### src/rtl/frame_sys_ctrl.sv
// Command-frame controller: decodes RX byte frames into register-file and ALU operations
// and queues the response bytes into the TX FIFO, with timeout/overrun/unknown-command errors.
//
// state    | meaning
// IDLE     | waiting for a command byte
// GET_ADDR | waiting for the address byte (AA/BB/EE)
// GET_DATA | waiting for the write data byte (AA)
// GET_OPA  | waiting for operand A (CC)
// GET_OPB  | waiting for operand B (CC)
// GET_FUN  | waiting for the ALU function byte (CC/DD)
// GET_CNT  | waiting for the burst length (EE)
// RF_WR    | register write strobe (CC: two cycles, A->0 then B->1)
// RF_RD    | register read strobe
// RF_WAIT  | waiting for rf_rd_valid
// ALU_GATE | ALU clock gate opened, alu_en follows next cycle
// ALU_WAIT | alu_en high, waiting for alu_valid
// PUSH     | draining result bytes into the FIFO, LSB first
module frame_sys_ctrl #(
  parameter int DATA_W = 8,
  parameter int ADDR_W = 4,
  parameter int FUN_W = 4,
  parameter int ALU_W = 16,
  parameter int TO_W = 16,
  parameter logic [TO_W-1:0] TIMEOUT = 16'd5000
) (
  input  logic              clk,
  input  logic              rst_n,
  input  logic [DATA_W-1:0] rx_data,
  input  logic              rx_valid,
  output logic              rf_wr_en,
  output logic              rf_rd_en,
  output logic [ADDR_W-1:0] rf_addr,
  output logic [DATA_W-1:0] rf_wr_data,
  input  logic [DATA_W-1:0] rf_rd_data,
  input  logic              rf_rd_valid,
  output logic              alu_en,
  output logic [FUN_W-1:0]  alu_fun,
  input  logic [ALU_W-1:0]  alu_out,
  input  logic              alu_valid,
  output logic              clk_gate_en,
  output logic              clk_div_en,
  output logic [DATA_W-1:0] fifo_wr_data,
  output logic              fifo_wr_inc,
  input  logic              fifo_full,
  output logic              frame_err,
  output logic [1:0]        err_code
);

  localparam int RES_BYTES = ALU_W / DATA_W;
  localparam int BC_W = $clog2(RES_BYTES + 1);
  localparam logic [7:0] CMD_WR = 8'hAA;
  localparam logic [7:0] CMD_RD = 8'hBB;
  localparam logic [7:0] CMD_ALU_OP = 8'hCC;
  localparam logic [7:0] CMD_ALU = 8'hDD;
  localparam logic [7:0] CMD_BURST = 8'hEE;
  localparam logic [1:0] ERR_CMD = 2'd1;
  localparam logic [1:0] ERR_TO = 2'd2;
  localparam logic [1:0] ERR_OVR = 2'd3;

  typedef enum logic [3:0] {
    IDLE, GET_ADDR, GET_DATA, GET_OPA, GET_OPB, GET_FUN, GET_CNT,
    RF_WR, RF_RD, RF_WAIT, ALU_GATE, ALU_WAIT, PUSH
  } state_t;

  state_t            state_q, state_d;
  logic [7:0]        cmd_q, cmd_d;
  logic [ADDR_W-1:0] addr_q, addr_d;
  logic [DATA_W-1:0] data_q, data_d;
  logic [DATA_W-1:0] opb_q, opb_d;
  logic [FUN_W-1:0]  fun_q, fun_d;
  logic [DATA_W-1:0] cnt_q, cnt_d;
  logic [ALU_W-1:0]  res_q, res_d;
  logic [BC_W-1:0]   bytes_q, bytes_d;
  logic              phase_q, phase_d;
  logic [TO_W-1:0]   to_q, to_d;
  logic              err_q, err_d;
  logic [1:0]        err_code_q, err_code_d;
  logic              div_q;

  logic get_st, wait_st, timeout;

  assign get_st = (state_q == GET_ADDR) || (state_q == GET_DATA) || (state_q == GET_OPA) ||
                  (state_q == GET_OPB) || (state_q == GET_FUN) || (state_q == GET_CNT);
  assign wait_st = get_st || (state_q == ALU_WAIT);
  assign timeout = wait_st && (to_q == TIMEOUT);

  always_comb begin
    state_d    = state_q;
    cmd_d      = cmd_q;
    addr_d     = addr_q;
    data_d     = data_q;
    opb_d      = opb_q;
    fun_d      = fun_q;
    cnt_d      = cnt_q;
    res_d      = res_q;
    bytes_d    = bytes_q;
    phase_d    = phase_q;
    to_d       = '0;
    err_d      = 1'b0;
    err_code_d = err_code_q;
    if (wait_st) to_d = to_q + TO_W'(1);
    // Timeout outranks a byte arriving in the same cycle; that byte is dropped.
    if (timeout) begin
      state_d    = IDLE;
      phase_d    = 1'b0;
      to_d       = '0;
      err_d      = 1'b1;
      err_code_d = ERR_TO;
    end else begin
      if (rx_valid && !get_st && (state_q != IDLE)) begin
        err_d      = 1'b1;
        err_code_d = ERR_OVR;
      end
      if (rx_valid && get_st) to_d = '0;
      case (state_q)
        IDLE: if (rx_valid) begin
          cmd_d = rx_data[7:0];
          case (rx_data[7:0])
            CMD_WR, CMD_RD, CMD_BURST: state_d = GET_ADDR;
            CMD_ALU_OP:                state_d = GET_OPA;
            CMD_ALU:                   state_d = GET_FUN;
            default: begin
              err_d      = 1'b1;
              err_code_d = ERR_CMD;
            end
          endcase
        end
        GET_ADDR: if (rx_valid) begin
          addr_d = rx_data[ADDR_W-1:0];
          case (cmd_q)
            CMD_WR:    state_d = GET_DATA;
            CMD_BURST: state_d = GET_CNT;
            default: begin
              cnt_d   = DATA_W'(1);
              state_d = RF_RD;
            end
          endcase
        end
        GET_DATA: if (rx_valid) begin
          data_d  = rx_data;
          state_d = RF_WR;
        end
        GET_OPA: if (rx_valid) begin
          data_d  = rx_data;
          state_d = GET_OPB;
        end
        GET_OPB: if (rx_valid) begin
          opb_d   = rx_data;
          state_d = GET_FUN;
        end
        GET_FUN: if (rx_valid) begin
          fun_d   = rx_data[FUN_W-1:0];
          cnt_d   = '0;
          state_d = (cmd_q == CMD_ALU_OP) ? RF_WR : ALU_GATE;
        end
        GET_CNT: if (rx_valid) begin
          cnt_d   = rx_data;
          state_d = (rx_data == '0) ? IDLE : RF_RD;
        end
        RF_WR: begin
          if ((cmd_q == CMD_ALU_OP) && !phase_q) begin
            phase_d = 1'b1;
          end else begin
            phase_d = 1'b0;
            state_d = (cmd_q == CMD_ALU_OP) ? ALU_GATE : IDLE;
          end
        end
        RF_RD: state_d = RF_WAIT;
        RF_WAIT: if (rf_rd_valid) begin
          res_d   = ALU_W'(rf_rd_data);
          bytes_d = BC_W'(1);
          state_d = PUSH;
        end
        ALU_GATE: state_d = ALU_WAIT;
        ALU_WAIT: if (alu_valid) begin
          res_d   = alu_out;
          bytes_d = BC_W'(RES_BYTES);
          to_d    = '0;
          state_d = PUSH;
        end
        PUSH: if (!fifo_full) begin
          res_d   = res_q >> DATA_W;
          bytes_d = bytes_q - BC_W'(1);
          // cnt_q holds the reads still owed, including the one just pushed.
          if (bytes_q == BC_W'(1)) begin
            if (cnt_q > DATA_W'(1)) begin
              cnt_d   = cnt_q - DATA_W'(1);
              addr_d  = addr_q + ADDR_W'(1);
              state_d = RF_RD;
            end else begin
              state_d = IDLE;
            end
          end
        end
        default: state_d = IDLE;
      endcase
    end
  end

  always_ff @(posedge clk or negedge rst_n) begin
    if (!rst_n) begin
      state_q    <= IDLE;
      cmd_q      <= '0;
      addr_q     <= '0;
      data_q     <= '0;
      opb_q      <= '0;
      fun_q      <= '0;
      cnt_q      <= '0;
      res_q      <= '0;
      bytes_q    <= '0;
      phase_q    <= 1'b0;
      to_q       <= '0;
      err_q      <= 1'b0;
      err_code_q <= '0;
      div_q      <= 1'b0;
    end else begin
      state_q    <= state_d;
      cmd_q      <= cmd_d;
      addr_q     <= addr_d;
      data_q     <= data_d;
      opb_q      <= opb_d;
      fun_q      <= fun_d;
      cnt_q      <= cnt_d;
      res_q      <= res_d;
      bytes_q    <= bytes_d;
      phase_q    <= phase_d;
      to_q       <= to_d;
      err_q      <= err_d;
      err_code_q <= err_code_d;
      div_q      <= 1'b1;
    end
  end

  assign rf_wr_en = (state_q == RF_WR);
  assign rf_rd_en = (state_q == RF_RD);
  assign rf_addr = ((state_q == RF_WR) && (cmd_q == CMD_ALU_OP)) ? ADDR_W'(phase_q) :
                   ((state_q == RF_WR) || (state_q == RF_RD)) ? addr_q : '0;
  assign rf_wr_data = (state_q != RF_WR) ? '0 :
                      ((cmd_q == CMD_ALU_OP) && phase_q) ? opb_q : data_q;
  assign clk_gate_en = (state_q == ALU_GATE) || (state_q == ALU_WAIT);
  assign alu_en = (state_q == ALU_WAIT);
  assign alu_fun = fun_q;
  assign fifo_wr_data = (state_q == PUSH) ? res_q[DATA_W-1:0] : '0;
  assign fifo_wr_inc = (state_q == PUSH) && !fifo_full;
  assign frame_err = err_q;
  assign err_code = err_code_q;
  assign clk_div_en = div_q;

endmodule

### config.mk
export PLATFORM = sky130hd
export DESIGN_NAME = frame_sys_ctrl
export DESIGN_NICKNAME = d
export VERILOG_FILES = /design/src/rtl/frame_sys_ctrl.sv
export SDC_FILE = /design/constraint.sdc
export NUM_CORES = 1
export LEC_CHECK = 0
export ABC_AREA = 0
export CAP_MARGIN = 20
export CORE_MARGIN = 10
export CORE_UTILIZATION = 35
export CTS_CLUSTER_SIZE = 8
export DETAILED_ROUTE_END_ITERATION = 7
export SYNTH_ARGS = -nofsm -noshare
export SYNTH_HDL_FRONTEND = slang
export SYNTH_SLANG_ARGS = --single-unit
### constraint.sdc
create_clock -name clk -period 2.9 [get_ports clk]
set_input_delay 0.435 -clock clk [delete_from_list [all_inputs] [get_ports clk]]
set_output_delay 0.435 -clock clk [all_outputs]
set_load 0.01 [all_outputs]
Word level (Yosys, flattened, before mapping)
Index checks and enable logic that the tools add are counted.
{ "op_classes": {"n_addsub": 4, "n_lt_le_gt_ge": 1, "eq_ne": 45, "mux": 64, "bitwise": 1, "n_reduce_logical": 38} }
{ "ops": {"columns": ["operator", "n"], "rows": [
  ["two-way mux 16 bit", 8],
  ["two-way mux 4 bit", 23],
  ["two-way mux 8 bit", 10],
  ["equality test 8 bit (second input constant)", 8],
  ["case mux 4 bit (13 select lines)", 1],
  ["case mux 16 bit (3 select lines)", 1],
  ["!= test 3 bit (second input constant)", 11],
  ["case mux 8 bit (4 select lines)", 1],
  ["equality test 4 bit (second input constant)", 5],
  ["adder 16 x 1 -> 16 bit (second input constant)", 1],
  ["equality test 16 x 13 -> 1 bit (second input constant)", 1],
  ["equality test 4 x 3 -> 1 bit (second input constant)", 4],
  ["two-way mux 2 bit", 8],
  ["!= test 2 bit (second input constant)", 8],
  ["case mux 4 bit (2 select lines)", 2],
  ["AND reduction 13 bit", 1],
  ["case mux 4 bit (3 select lines)", 1],
  ["AND reduction 3 bit", 4],
  ["AND reduction 9 bit", 1],
  ["equality test 4 x 2 -> 1 bit (second input constant)", 2],
  ["> comparator 8 x 1 -> 1 bit (second input constant)", 1],
  ["logical AND 1 bit", 8],
  ["logical NOT 8 bit", 1],
  ["logical OR 1 bit", 8],
  ["other kinds (22)", 34]
]} }
{ "totals": {"register_bits": 83, "inputBits": 38, "output_inout_bits": 33, "word_cells": 167} }

Logic depth before layout (Yosys ltp)
{ "logic_depth": {"word_depth": 14, "ltp_mapped": 8, "mapped_depth_nobuf": 7} }

Least setup slack after synthesis
Ideal clock, no wire load.
{ "synth_path": {"path_type": "reg2reg", "start": "reg cnt_q[0]", "end": "reg cnt_q[0]", "setup_ns": 0.125, "arrival_ns": 2.028, "t_required_ns": 2.775, "slack_ns": 0.747, "stages_incl_launch_ff": 9, "path_buffers": 1, "synth_period_minus_slack_ns": 2.153, "path_cell_list": "dfrtp_1 > inv_1 > ha_1 > or2_1 > a31oi_2 > o22ai_4 > or3_1 > buf_6 > mux2_4"} }
{ "synth_via": {"elab_chain_cells": 5, "word_cells_on_any_way": 8, "classes_between": "add/sub: 1; order compare: 1; eq/ne: 1; mux: 4; reduce/logical: 1"} }
{ "synth_rtl": {"columns": ["item", "line", "text"], "rows": [
  ["start: declaration", "71", "logic [DATA_W-1:0] cnt_q, cnt_d;"],
  ["start signal: assignment", "223", "cnt_q <= cnt_d;"],
  ["subtractor 8 x 1 -> 8 bit", "187", "cnt_d = cnt_q - DATA_W'(1);"],
  ["two-way mux 8 bit", "186", "if (cnt_q > DATA_W'(1)) begin"],
  ["two-way mux 8 bit", "185", "if (bytes_q == BC_W'(1)) begin"],
  ["two-way mux 8 bit", "181", "PUSH: if (!fifo_full) begin"],
  ["case mux 8 bit (4 select lines)", "115", "case (state_q)"]
]} }
Parallel ways exist; a longest one is shown, timed or not. The select of a mux whose other input is x is not followed.
A chain may end at the register's enable or synchronous reset.

Worst setup path in the final report
{ "layout_path": {"start": "reg state_q[3]", "end": "out fifo_wr_data[6]"} }
{ "layout_via": {"elab_chain_cells": 2} }
{ "layout_rtl": {"columns": ["item", "line", "text"], "rows": [
  ["start: declaration", "65", "state_t state_q, state_d;"],
  ["start signal: assignment", "217", "state_q <= state_d;"],
  ["equality test 4 bit", "243", "assign fifo_wr_data = (state_q == PUSH) ? res_q[DATA_W-1:0] : '0;"],
  ["two-way mux 8 bit", "243", null],
  ["end: declaration", "42", "output logic [DATA_W-1:0] fifo_wr_data,"]
]} }
No other way between the ends.

==> summary.txt <==
Route
  • Final wirelength: 13.48 mm
  • Drt first pass iters: 4
  • Via density: 5.327
  • Vias: 3942
  • WL/cell: 18.22 um
  • DRC viols: 0
  • Iter 0 DRT Violations: 325
  • Detail Route Antenna Nets: 0

Synthesis
  • Netlist Area Pre-Place: 4741 um^2
  • Synth cell types: 77
  • Yosys warning count: 0
  • Largest cells by area after synthesis: dfrtp_1, mux2_2, nor2_1
  • Sequential element share of the synthesized area: 43.81%
  • Post-synthesis area per instance: 9.856 um^2
  • EDFF count, synth: 0
  • Syn_nets: 525
  • Leading area contributor after synthesis: dfrtp_1
  • Most used flip-flop cell after synthesis: dfrtp_1
  • Async S/R FF share, synth: 100.0%
  • Gate Count Post-Synth: 481
  • FF+latch count, synth: 83
  • Area share of the largest cell type after synthesis: 43.81%

Power
  • Power, Total: 4.840 mW
  • Switching share of power: 34.98%
  • NetSw: 1.693 mW
  • Static leakage: 2.524 nW
  • Power density cells: 801.3 nW/um^2
  • Peak VDD IR: 0.0005343 V
  • Clock power frac: 25.7%
  • Gate power share: 38.1%
  • P_int: 3.147 mW
  • Sequential power share: 36.2%

Placement
  • HPWL after DPL: 10.11 mm
  • Port bufs: 70
  • DP Area: 5709 um^2
  • GPL Wtd Cong: 0.8984

STA
  • Final setup fails: 0
  • Worst slew margin: 53.10%
  • Pins Over Slew Limit: 0
  • Skew final: 0.008621 ns
  • Fmax: 0.3634 GHz
  • Unrepaired setup endpoints after global routing: no
  • Worst-margin pin slew: 0.7034 ns
  • Tmin final: 2.752 ns
  • Final worst path period share: 94.90%
  • Final hold violations: 0
  • Setup TNS: 0 ns

Critical path
  • FF-to-FF setup slack: 0.47 ns
  • CP bufs+invs: 3
  • CP Launch Type: register
  • Worst-path cell chain: buf_4, nor4bb_4, buf_4, and2_1, clkdlybuf4s50_1
  • Worst path most repeated cell: buf_4
  • CP top delay family: buffers and inverters
  • Crit. End Element: output pin
  • Critical path's largest stage delay: 0.55 ns
  • WP data arrival: 2.32 ns
  • R2r endpoint: state_q[1]
  • Crit path max fanout: 18
  • Slowest-stage cell, CP: clkdlybuf4s50_1
  • Reg2Reg Depth: 8
  • Critical path class: reg -> out
  • FF-to-FF Start: state_q[3]
  • Worst EP required: 2.47 ns

Die
  • Initial Util: 35.80%
  • IO Count: 71
  • Standard-cell rows: 42
  • Die width: 136.4 um
  • Core footprint: 13240 um^2
  • Chip height: 136.4 um
  • Die area: 18600 um^2

Clock network
  • Number of buffers created by CTS: 9
  • H-tree depth: 3
  • # hold bufs at CTS: 0
  • Root Driver: clkbuf_16
  • CTS tree: yes
  • Bufs on Longest Clock Path: 2
  • CTS Sinks: 83
  • Reg clk slew, reported paths: 0.06 ns
  • Later-pin clock latency in the skew report: 0.35 ns
  • Postcts setup bufs: 0

GRT
  • Largest net degree at the start of global routing: 55
  • Vias in the first global route: 4023
  • All-Layer GR Usage: 14.86%
  • Antenna violations before repair: 0
  • First-pass GRT wire length: 21.78 mm
  • Grt ovf: 0

Finish
  • # diodes: 0
  • Area growth, synth to finish: 27.42%
  • Post-route cell area: 6041 um^2
  • Fin nets: 603
  • Layout cells sized above 1: 16.67%

Worst hold path
  • Hold WC Path Type: in -> async

Flow run
  • Number of max-cap violations: 0

Outcome
  • Status: finished clean
## per-stage QoR
stage          hold slack [ns]  cells  setup slack (ns)  utilization [%]
4_1_cts                 0.1661    740           0.08617            45.57
5_1_grt                 0.1879    740           0.01232            45.62
2_1_floorplan           0.1394    481            0.7465                -
3_5_place_dp            0.4630    724            0.3228            43.11
3_3_place_gp            0.4555    724            0.3492            43.11
6_report                0.1421    740            0.1479            45.62
## worst max path at each step
stage	start	endpoint	slack, ns	depth (start not counted)
2_1_floorplan	cnt_q[0]	cnt_q[0]	0.75	8
3_3_place_gp	cmd_q[1]	rf_addr[0]	0.35	5
3_5_place_dp	cmd_q[1]	rf_addr[0]	0.32	5
4_1_cts	cmd_q[1]	rf_addr[0]	0.09	5
5_1_grt	cmd_q[0]	rf_wr_data[5]	0.01	6
6_report	state_q[3]	fifo_wr_data[6]	0.15	5
## state kept, by name (all words and copies together) (netlist names), 2 cells and up
signal / count
addr_q: 4
alu_fun: 4
bytes_q: 2
cmd_q: 8
cnt_q: 8
data_q: 8
err_code: 2
opb_q: 8
res_q: 16
state_q: 4
to_q: 16
## power groups by stage
stage	Clock, mW	Sequential (mW)	Combinational, mW
2_1_floorplan	0	1.70	1.31
3_5_place_dp	0	1.77	1.84
4_1_cts	1.28	1.75	1.86
6_report	1.24	1.75	1.84
3_3_place_gp	0	1.75	1.82
5_1_grt	1.32	1.81	2.04
## placed cells by master (no fill, tap or decap), types with 6 or more instances in the layout
master / n
xnor2_1: 8
nand4_1: 9
nor3_1: 6
nand2_1: 47
o21ai_0: 27
clkbuf_16: 9
mux2i_1: 11
clkdlybuf4s50_1: 69
nor2_1: 55
nand3_1: 8
dfrtp_1: 83
ha_1: 6
a21oi_1: 27
xor2_1: 9
buf_4: 25
and2_1: 13
or3_1: 6
inv_1: 11
mux2_2: 28
a22o_1: 8
## synthesized netlist by cell type (2+ instances only)
library cell and instances:
nor2_1 55, buf_6 3, nor4bb_1 4, o211a_1 2, xnor2_1 8, nand2_1 47, a22oi_1 2, ha_1 6
a22o_1 8, a31oi_1 3, a32oi_1 3, a21o_1 2, clkbuf_1 9, a221oi_2 2, or4_1 2, or3_1 6
nand2b_1 5, inv_1 11, and4_1 3, buf_2 10, mux2i_1 11, and3_1 3, and2_1 13, mux2_2 28
a211oi_1 3, nor2b_1 3, buf_4 2, nor3_1 7, o21ai_0 27, o211ai_1 3, buf_1 2, and4b_1 2
nand4_1 9, dfrtp_1 83, a21oi_1 27, nand3_1 8, o41ai_1 5, xor2_1 9, and4bb_2 2, nor3_2 2
nor4_1 5
## routing by layer
metal	track usage (%)	share of wire [%]	vias to the layer above
li1	-	-	1904
met1	20.71	47	1927
met2	21.54	45	96
met3	3.100	6.1	15
met4	6.686	1.9	0
met5	0	0	-
## logic make-up after synthesis
group,Yosys count,share of synthesized area (%)
AOI/OAI and AO/OA,106,16.28
xor gates and xnor gates,17,3.141
adders and majority gates,6,1.583
buffers and inverters,39,4.064
DFF,83,43.81
muxes,40,9.290
other,1,0.07910
and+or+nand+nor,189,21.75
## timing repair
item,CTS,global route
pin swaps,0,0
gates resized for setup,1,1
endpoints found under the setup margin,1,1
## final cells by class
class,instances,area [um^2]
fillers,1300,7202
clock inverters,4,73.82
clock buffers,12,246.5
multi-input cells,359,2497
well taps,176,220.2
repair buffers,94,878.3
inverters,12,47.55
flip-flops and latches,83,2077
Power figures use the tool's default switching activity.
